## config.mk

```make
export PLATFORM = sky130hd
export DESIGN_NAME = sensor_gpio_conditioner
export DESIGN_NICKNAME = d
export VERILOG_FILES = /design/src/rtl/sensor_gpio_pkg.sv /design/src/rtl/sensor_gpio_conditioner_debounce.sv /design/src/rtl/sensor_gpio_conditioner.sv
export SDC_FILE = /design/constraint.sdc
export NUM_CORES = 1
export LEC_CHECK = 0
export ABC_AREA = 1
export BUFFER_PORTS_ARGS = -buffer_cell sky130_fd_sc_hd__buf_4
export CAP_MARGIN = 20
export CORE_MARGIN = 3
export CORE_UTILIZATION = 60
export CTS_CLUSTER_DIAMETER = 80
export CTS_CLUSTER_SIZE = 14
export DETAILED_ROUTE_END_ITERATION = 7
export PLACE_DENSITY = 0.77
export RECOVER_POWER = 100
export SYNTH_ARGS = -nofsm -noshare
export SYNTH_HDL_FRONTEND = slang
export SYNTH_SLANG_ARGS = --single-unit
export TNS_END_PERCENT = 1
```

## constraint.sdc

```tcl
create_clock -name aclk -period 6.35 [get_ports aclk]
set_input_delay 0.9525 -clock aclk [delete_from_list [all_inputs] [get_ports aclk]]
set_output_delay 0.9525 -clock aclk [all_outputs]
set_load 0.01 [all_outputs]
```

## src/rtl/sensor_gpio_pkg.sv

```systemverilog
// Shared types and helpers for the sensor GPIO input conditioner.
// Event records carry a timestamp sized for the widest supported counter.
package sensor_gpio_pkg;

    localparam int CHAN_W   = 3;
    localparam int TS_MAX_W = 32;

    typedef struct packed {
        logic [CHAN_W-1:0]   chan;
        logic                rise;
        logic [TS_MAX_W-1:0] ts;
    } sens_event_t;

    // Bits needed to count 0 .. cycles-1 (at least one bit).
    function automatic int cnt_width(input int cycles);
        return (cycles > 1) ? $clog2(cycles) : 1;
    endfunction

endpackage

```

## src/rtl/sensor_gpio_conditioner_debounce.sv

```systemverilog
// One sensor channel: synchroniser chain, persistence counter and stable level.
// flip is asserted combinationally on the edge where stable is about to change.
module sensor_debounce #(
    parameter int SYNC_STAGES     = 2,
    parameter int DEBOUNCE_CYCLES = 1000
) (
    input  logic clk,
    input  logic resetn,
    input  logic pin,
    output logic stable,
    output logic flip,
    output logic level
);
    import sensor_gpio_pkg::*;

    localparam int               CNT_W    = cnt_width(DEBOUNCE_CYCLES);
    localparam logic [CNT_W-1:0] CNT_LAST = CNT_W'(DEBOUNCE_CYCLES - 1);

    logic [SYNC_STAGES-1:0] sync_q;
    logic [CNT_W-1:0]       cnt;
    logic                   differs;

    assign level   = sync_q[SYNC_STAGES-1];
    assign differs = (level != stable);
    assign flip    = differs && (cnt == CNT_LAST);

    always_ff @(posedge clk) begin
        if (!resetn) begin
            sync_q <= '0;
            cnt    <= '0;
            stable <= 1'b0;
        end else begin
            sync_q <= {sync_q[SYNC_STAGES-2:0], pin};
            if (flip) begin
                stable <= level;
                cnt    <= '0;
            end else if (differs) begin
                cnt <= cnt + 1'b1;
            end else begin
                cnt <= '0;
            end
        end
    end

endmodule

```

## src/rtl/sensor_gpio_conditioner.sv

```systemverilog
// Debounces raw sensor pins onto the GPIO input bus and queues timestamped
// edge events (one pending slot per channel feeding a fall-through FIFO).
module sensor_gpio_conditioner
    import sensor_gpio_pkg::*;
#(
    parameter int NUM_CH          = 6,
    parameter int SYNC_STAGES     = 2,
    parameter int DEBOUNCE_CYCLES = 1000,
    parameter int TS_WIDTH        = 16,
    parameter int FIFO_DEPTH      = 8
) (
    input  logic                aclk,
    input  logic                aresetn,
    input  logic [NUM_CH-1:0]   sens_in,
    output logic [NUM_CH-1:0]   sens_stable,
    output logic                ev_valid,
    input  logic                ev_ready,
    output logic [CHAN_W-1:0]   ev_chan,
    output logic                ev_rise,
    output logic [TS_WIDTH-1:0] ev_ts,
    output logic                ev_overflow,
    input  logic                ovf_clr,
    output logic                irq
);

    localparam int               PTR_W   = cnt_width(FIFO_DEPTH);
    localparam int               CNT_W   = PTR_W + 1;
    localparam logic [CNT_W-1:0] DEPTH_C = CNT_W'(FIFO_DEPTH);

    logic [NUM_CH-1:0]   flip;
    logic [NUM_CH-1:0]   level;
    logic [TS_WIDTH-1:0] ts_cnt;

    logic [NUM_CH-1:0]   pending;
    logic [NUM_CH-1:0]   pend_rise;
    logic [TS_WIDTH-1:0] pend_ts [NUM_CH];

    logic                sel_valid;
    logic [CHAN_W-1:0]   sel_chan;
    logic                sel_rise;
    logic [TS_WIDTH-1:0] sel_ts;

    sens_event_t         mem [FIFO_DEPTH];
    sens_event_t         head;
    logic [PTR_W-1:0]    wr_ptr;
    logic [PTR_W-1:0]    rd_ptr;
    logic [CNT_W-1:0]    count;
    logic                push;
    logic                pop;
    logic                drop;
    logic                head_ts_unused;

    for (genvar g = 0; g < NUM_CH; g++) begin : g_ch
        sensor_debounce #(
            .SYNC_STAGES     (SYNC_STAGES),
            .DEBOUNCE_CYCLES (DEBOUNCE_CYCLES)
        ) u_debounce (
            .clk    (aclk),
            .resetn (aresetn),
            .pin    (sens_in[g]),
            .stable (sens_stable[g]),
            .flip   (flip[g]),
            .level  (level[g])
        );
    end

    // Lowest-index pending channel wins; scanning downward lets it overwrite.
    always_comb begin
        sel_valid = 1'b0;
        sel_chan  = '0;
        sel_rise  = 1'b0;
        sel_ts    = '0;
        for (int i = NUM_CH - 1; i >= 0; i--) begin
            if (pending[i]) begin
                sel_valid = 1'b1;
                sel_chan  = CHAN_W'(i);
                sel_rise  = pend_rise[i];
                sel_ts    = pend_ts[i];
            end
        end
    end

    assign push = sel_valid && (count < DEPTH_C);
    assign pop  = ev_valid && ev_ready;
    assign drop = |(flip & pending);

    always_ff @(posedge aclk) begin
        if (!aresetn) begin
            ts_cnt      <= '0;
            pending     <= '0;
            pend_rise   <= '0;
            ev_overflow <= 1'b0;
            for (int i = 0; i < NUM_CH; i++) begin
                pend_ts[i] <= '0;
            end
        end else begin
            ts_cnt <= ts_cnt + 1'b1;
            for (int i = 0; i < NUM_CH; i++) begin
                if (flip[i] && !pending[i]) begin
                    pending[i]   <= 1'b1;
                    pend_rise[i] <= level[i];
                    pend_ts[i]   <= ts_cnt;
                end else if (push && (sel_chan == CHAN_W'(i))) begin
                    pending[i] <= 1'b0;
                end
            end
            // A drop takes priority over a coincident clear request.
            if (drop) begin
                ev_overflow <= 1'b1;
            end else if (ovf_clr) begin
                ev_overflow <= 1'b0;
            end
        end
    end

    always_ff @(posedge aclk) begin
        if (!aresetn) begin
            wr_ptr <= '0;
            rd_ptr <= '0;
            count  <= '0;
        end else begin
            if (push) begin
                wr_ptr <= wr_ptr + 1'b1;
            end
            if (pop) begin
                rd_ptr <= rd_ptr + 1'b1;
            end
            case ({push, pop})
                2'b10:   count <= count + 1'b1;
                2'b01:   count <= count - 1'b1;
                default: count <= count;
            endcase
        end
    end

    always_ff @(posedge aclk) begin
        if (push) begin
            mem[wr_ptr] <= '{chan: sel_chan, rise: sel_rise, ts: TS_MAX_W'(sel_ts)};
        end
    end

    // Upper timestamp bits of the stored record are always zero.
    assign head           = mem[rd_ptr];
    assign head_ts_unused = ^head.ts;
    assign ev_valid       = (count != '0);
    assign ev_chan        = head.chan;
    assign ev_rise        = head.rise;
    assign ev_ts          = head.ts[TS_WIDTH-1:0];
    assign irq            = ev_valid | ev_overflow;

endmodule

```

== Yosys cells after proc, flatten, opt, wreduce, memory -nomap -nowiden ==
Memories as Yosys holds them, arrays and structs flattened. A register that Yosys moved wholly into a read port is not among the register bits.
Cells that the tools add are included.
Word-level totals
  input bits: 10
  RAM bits: 256
  memories kept: 2
  logic and storage cells: 194
  register bits after elaboration: 117
  output and inout port bits: 29
Operators by class
  order comparisons: 1
  reduce and logical (&&, ||, !) cells: 43
  mux-type cells: 68
  bitwise logic cells: 15
  add/subtract/negate cells: 11
  eq/ne operators: 19
Memory list
  mem: words 8, width 20, read ports 1, clocked after memory_dff 1, write ports 1, line sensor_gpio_conditioner.sv:43  | sens_event_t mem [FIFO_DEPTH];
  pend_ts: words 6, width 16, read ports 6, clocked after memory_dff 0, write ports 6, line sensor_gpio_conditioner.sv:36  | logic [TS_WIDTH-1:0] pend_ts [NUM_CH];
Operators with widths (count)
  16-bit two-way mux: 12
  10-bit by 1-bit adder with 10-bit output (second input constant): 6
  10-bit == test (second input constant): 6
  1-bit two-way mux: 47
  3-bit two-way mux: 8
  1-bit logical AND: 20
  3-bit OR reduction: 6
  16-bit by 1-bit adder with 16-bit output (second input constant): 1
  2-bit nonzero test: 8
  4-bit case mux with 2 select lines: 1
  1-bit inverter: 7
  1-bit OR: 7
  3-bit by 1-bit adder with 3-bit output (second input constant): 2
  6-bit AND: 1
  3-bit by 2-bit == test with 1-bit output (second input constant): 2
  3-bit == test (second input constant): 2
  1-bit logical NOT: 6
  1-bit inequality test: 6
  6-bit OR reduction: 1
  4-bit by 1-bit adder with 4-bit output (second input constant): 1
  4-bit less-than comparator (second input constant): 1
  4-bit nonzero test: 1
  4-bit by 1-bit subtractor with 4-bit output (second input constant): 1
  3-bit by 1-bit == test with 1-bit output (second input constant): 1
  3 further kinds: 3

== Logic depth before layout (Yosys ltp) ==
  word-level depth: 10
  gate-level depth with buffers: 14
  mapped depth without buffers: 14

== By module ==
Synthesis repeated with hierarchy kept, for this count alone.
Unflattened totals
  cells, all modules: 1623
  area, all modules: 16032.9 µm²
By module, submodules not included
  sensor_gpio_conditioner: seq. area each 8528.2 µm², area each 12174.2 µm², times used 1, cells each 1089
  sensor_debounce: seq. area each 260.2 µm², area each 643.1 µm², times used 6, cells each 89

== Least setup slack after synthesis ==
Ideal clock, no wire load.
  kind: in2reg
  start point: input port aresetn
  end point: memory pend_ts[2][0], in the netlist pend_ts[0][32] (enable)
  arrival: 2.106 ns
  library setup time: 0.465 ns
  path buffers: 3
  stages on the path: 4
  data required time: 5.885 ns
  path slack: 3.779 ns
  cells stage by stage: buf_4 > clkbuf_1 > buf_2 > o21ai_0
RTL lines
  start, declared: line sensor_gpio_conditioner.sv:13  | input logic aresetn,
  end, declared: line sensor_gpio_conditioner.sv:36

==> results.md <==
- Flop2flop setup slack: 2500 ps
- Worst Setup Path Type: reg2out
- Vias in the first global route: 10.3k
- Die W: 167 microns
- DR pass1 iterations: 5
- Startpoint types: flop
- Post-layout min period: 3980 ps
- CP max stage cell: inv_1
- Clock Sinks: 376
- Post-Place Cells: 1842
- Worst Hold Class: reg2reg
- RR Endpoint: mem[7][8]$_DFFE_PP_
- Slew headroom: -4.03%
- First-pass GRT wire length: 51600 microns
- Worst-Margin Slew: 1560 ps
- Core area: 25400 sq um
- Dpl cell area: 16100 sq um
- Synth Cell Area: 15600 sq um
- Root cell of the clock tree: clkbuf_16
- Number of port buffers: 38
- RSZ-0062 raised after global routing: false
- Wirelength per Cell: 16.7 microns
- DR vias/cell: 5.68
- Seq/Total Area, Yosys: 64.5%
- Routed WL: 31700 microns
- Row count: 58
- Finished Cell Area: 16700 sq um
- Post-Synthesis Cells: 1522
- Area growth from synthesis to layout: 7.08%
- Clk_lat worst skew: 560 ps
- CTS buffer count: 30
- Critical Path Most Common Cell: nand2_1
- Hold buffers post-CTS: 0
- Cells along the critical path: inv_1, buf_4, nor2_1, o32ai_1, nand2_1, nand2_1, clkbuf_1
- CP peak stage delay: 870 ps
- Hold Slack: 416 ps
- Reg-to-Reg Start: pending[0]$_SDFFE_PN0P_
- Initial Util: 61.5%
- Post-DP HPWL: 19800 microns
- Max VDD drop: 0.000218 V
- H-tree levels: 1
- Total grt overflow: 0
- Nets: 1567
- WP depth: 7
- Clock Tree Buf Depth: 3
- Ports: 39
- Critical Path AT: 3030 ps
- CP Data Required Time: 5400 ps
- Endpoints failing setup: 0
- Most used flip-flop cell after synthesis: edfxtp_1
- Achievable clock frequency: 251 MHz
- Number of synthesized flops with an enable pin: 256
- YS warnings: 0
- Slew Limit Fails: 63
- Worst-path clk slew: 70 ps
- Setup Buffers After CTS: 0
- Post-route ant nets: 0
- Synthesized area per cell: 10.3 sq um
- Fraction of registers with async set/reset: 0%
- Worst clock skew: 9.68 ps
- Final period util: 62.7%
- DR iter-0 viols: 945
- P per Cell Area: 309 nW/um^2
- GRT Overall Usage: 22.2%
- Post-Layout Cell Count: 1896
- Ant. Diodes: 0
- Status: finished with violations
- Post-synth cell types: 45
- Die area: 28000 sq um
- Seq cells post-synth: 376
- Largest net degree at the start of global routing: 81
- Routability Congestion: 0.808
- Hold Path Depth: 2
- Share of layout cells above drive strength 1: 5.30%
- DRC: 0
- Final WS setup: 2370 ps
- Leak: 0.00557 uW
- Setup TNS: 0 ps
- CP Max Fanout: 42
- Violated checks: max-capacitance violations, max-slew violations
- TritonCTS clock tree: done
- CP Capture Type: output port
- Post-CTS sizing: 0
- Die Ht: 167 microns
- Worst slack at placement: 3350 ps
- Top delay family on crit path: buffers and inverters
- Worst Path Buf+Inv: 3
- Total of max-cap violations: 3
- Via count: 10.8k
- Antenna violations before repair: 0
- Syn_nets: 1544
- Hold Vio Cnt, Final: 0
- Worst Reg-to-Reg Cells: 7
- Worst setup path end: ev_ts[9]
## kinds of logic after synthesis
| group | synth area share [%] |
|---|---|
| XOR/XNOR | 1.12 |
| AND/OR/NAND/NOR | 19.6 |
| buffers and inverters | 4.83 |
| AO/OA/AOI/OAI | 8.97 |
| adder cells (fa/ha/maj) | 0.961 |
| flip-flops | 64.5 |
## power breakdown
| part | total [uW] | internal, uW | switching, uW | leakage [uW] |
|---|---|---|---|---|
| logic | 762 | 253 | 509 | 0.00196 |
| clock network | 1720 | 915 | 809 | 0.000414 |
| registers | 2680 | 2650 | 28.2 | 0.00320 |
| total | 5160 | 3820 | 1350 | 0.00557 |
## metal layers
layer | global-route usage [%] | vias up | share of wire, %
met4 | 5.48 | 0 | 1.7
met2 | 38.7 | 349 | 49
met5 | 0 | - | 0
met3 | 2.74 | 58 | 7.0
li1 | - | 5252 | -
met1 | 30.1 | 5115 | 42
## worst min-delay path, cell delays in order (launching register included)
cell     delay (ps)
dfxtp_1         310
nand2_1          50
inv_1            40
## layout make-up
cell class | count | area (sq um)
well taps | 330 | 413
multi-input cells | 969 | 4670
repair buffers | 53 | 267
clock buffers | 53 | 868
inverters | 115 | 432
flip-flops and latches | 376 | 10100
fillers | 1985 | 8660
## flip-flops by register name, summed over array words and instances (netlist names), named ones only
signal                  cells
mem                       160
pend_ts                    96
g_ch.u_debounce.cnt        60
ts_cnt                     16
g_ch.u_debounce.sync_q     12
g_ch.u_debounce.stable      6
pend_rise                   6
pending                     6
count                       4
rd_ptr                      3
wr_ptr                      3
ev_overflow                 1
## cell usage after synthesis, types with 2 or more instances
cell | n | area, sq um
o21ai_1 | 2 | 10.0
nor3_1 | 25 | 125
a21oi_1 | 60 | 300
and3_1 | 2 | 12.5
o211ai_1 | 6 | 45.0
o21a_1 | 2 | 15.0
edfxtp_1 | 256 | 7690
nor3b_1 | 6 | 45.0
nor2_2 | 13 | 81.3
buf_6 | 5 | 56.3
a22oi_1 | 11 | 82.6
xor2_1 | 13 | 114
buf_2 | 19 | 95.1
ha_1 | 12 | 150
o221ai_1 | 11 | 96.3
dfxtp_1 | 120 | 2400
nand4_2 | 5 | 62.6
nor3_2 | 4 | 40.0
nand3b_1 | 2 | 15.0
buf_1 | 4 | 15.0
a31oi_1 | 5 | 31.3
clkbuf_1 | 26 | 97.6
buf_4 | 8 | 60.1
nand3_2 | 2 | 20.0
clkinv_1 | 2 | 7.51
nand3_1 | 61 | 305
nand2_1 | 244 | 916
nor2_1 | 314 | 1180
or2_2 | 4 | 25.0
xnor2_1 | 7 | 61.3
o31ai_1 | 2 | 15.0
o32ai_1 | 40 | 350
inv_1 | 103 | 387
nand2_2 | 5 | 31.3
nor2_4 | 2 | 22.5
nand3_4 | 5 | 87.6
inv_2 | 10 | 37.5
o21ai_0 | 88 | 440
nand4_1 | 10 | 62.6
## worst min-delay path by stage
| stage | from | endpoint | slack [ps] |
|---|---|---|---|
| after floorplan | g_ch[0].u_debounce.sync_q[0]$_SDFF_PN0_ | g_ch[0].u_debounce.sync_q[1]$_SDFF_PN0_ | 390 |
| after global placement | g_ch[4].u_debounce.sync_q[0]$_SDFF_PN0_ | g_ch[4].u_debounce.sync_q[1]$_SDFF_PN0_ | 390 |
| after detailed placement | g_ch[2].u_debounce.sync_q[0]$_SDFF_PN0_ | g_ch[2].u_debounce.sync_q[1]$_SDFF_PN0_ | 400 |
| after CTS | g_ch[2].u_debounce.sync_q[0]$_SDFF_PN0_ | g_ch[2].u_debounce.sync_q[1]$_SDFF_PN0_ | 420 |
| after global routing | g_ch[2].u_debounce.sync_q[0]$_SDFF_PN0_ | g_ch[2].u_debounce.sync_q[1]$_SDFF_PN0_ | 430 |
| final | g_ch[2].u_debounce.sync_q[0]$_SDFF_PN0_ | g_ch[2].u_debounce.sync_q[1]$_SDFF_PN0_ | 420 |
## metrics by stage
stage / total power, uW / utilization, %
floorplan: 3290 / -
global placement: 3530 / 63.5
detailed placement: 3550 / 63.5
CTS: 5250 / 66.9
global route: 5380 / 65.9
finish: 5160 / 65.9
## cells in the final DEF (no fill, tap or decap), types with 2 or more instances in the layout
| cell type | netlist | layout |
|---|---|---|
| nor2_1 | 314 | 313 |
| edfxtp_1 | 256 | 256 |
| nand2_1 | 244 | 247 |
| dfxtp_1 | 120 | 119 |
| inv_1 | 103 | 107 |
| o21ai_0 | 88 | 90 |
| nand3_1 | 61 | 68 |
| a21oi_1 | 60 | 60 |
| clkbuf_1 | 26 | 56 |
| o32ai_1 | 40 | 40 |
| clkbuf_16 | 0 | 31 |
| nor3_1 | 25 | 25 |
| buf_4 | 8 | 18 |
| nor2_2 | 13 | 16 |
| nand4_1 | 10 | 15 |
| xor2_1 | 13 | 13 |
| ha_1 | 12 | 12 |
| o221ai_1 | 11 | 11 |
| a22oi_1 | 11 | 11 |
| xnor2_1 | 7 | 7 |
| inv_2 | 10 | 6 |
| o211ai_1 | 6 | 6 |
| nor3b_1 | 6 | 6 |
| a31oi_1 | 5 | 5 |
| nor3_2 | 4 | 4 |
| or2_2 | 4 | 4 |
| nand2_2 | 5 | 2 |
| clkinv_1 | 2 | 2 |
| and3_1 | 2 | 2 |
| o21a_1 | 2 | 2 |
| nand3b_1 | 2 | 2 |
| o31ai_1 | 2 | 2 |
Note: power is estimated with default switching activity, not from simulation.
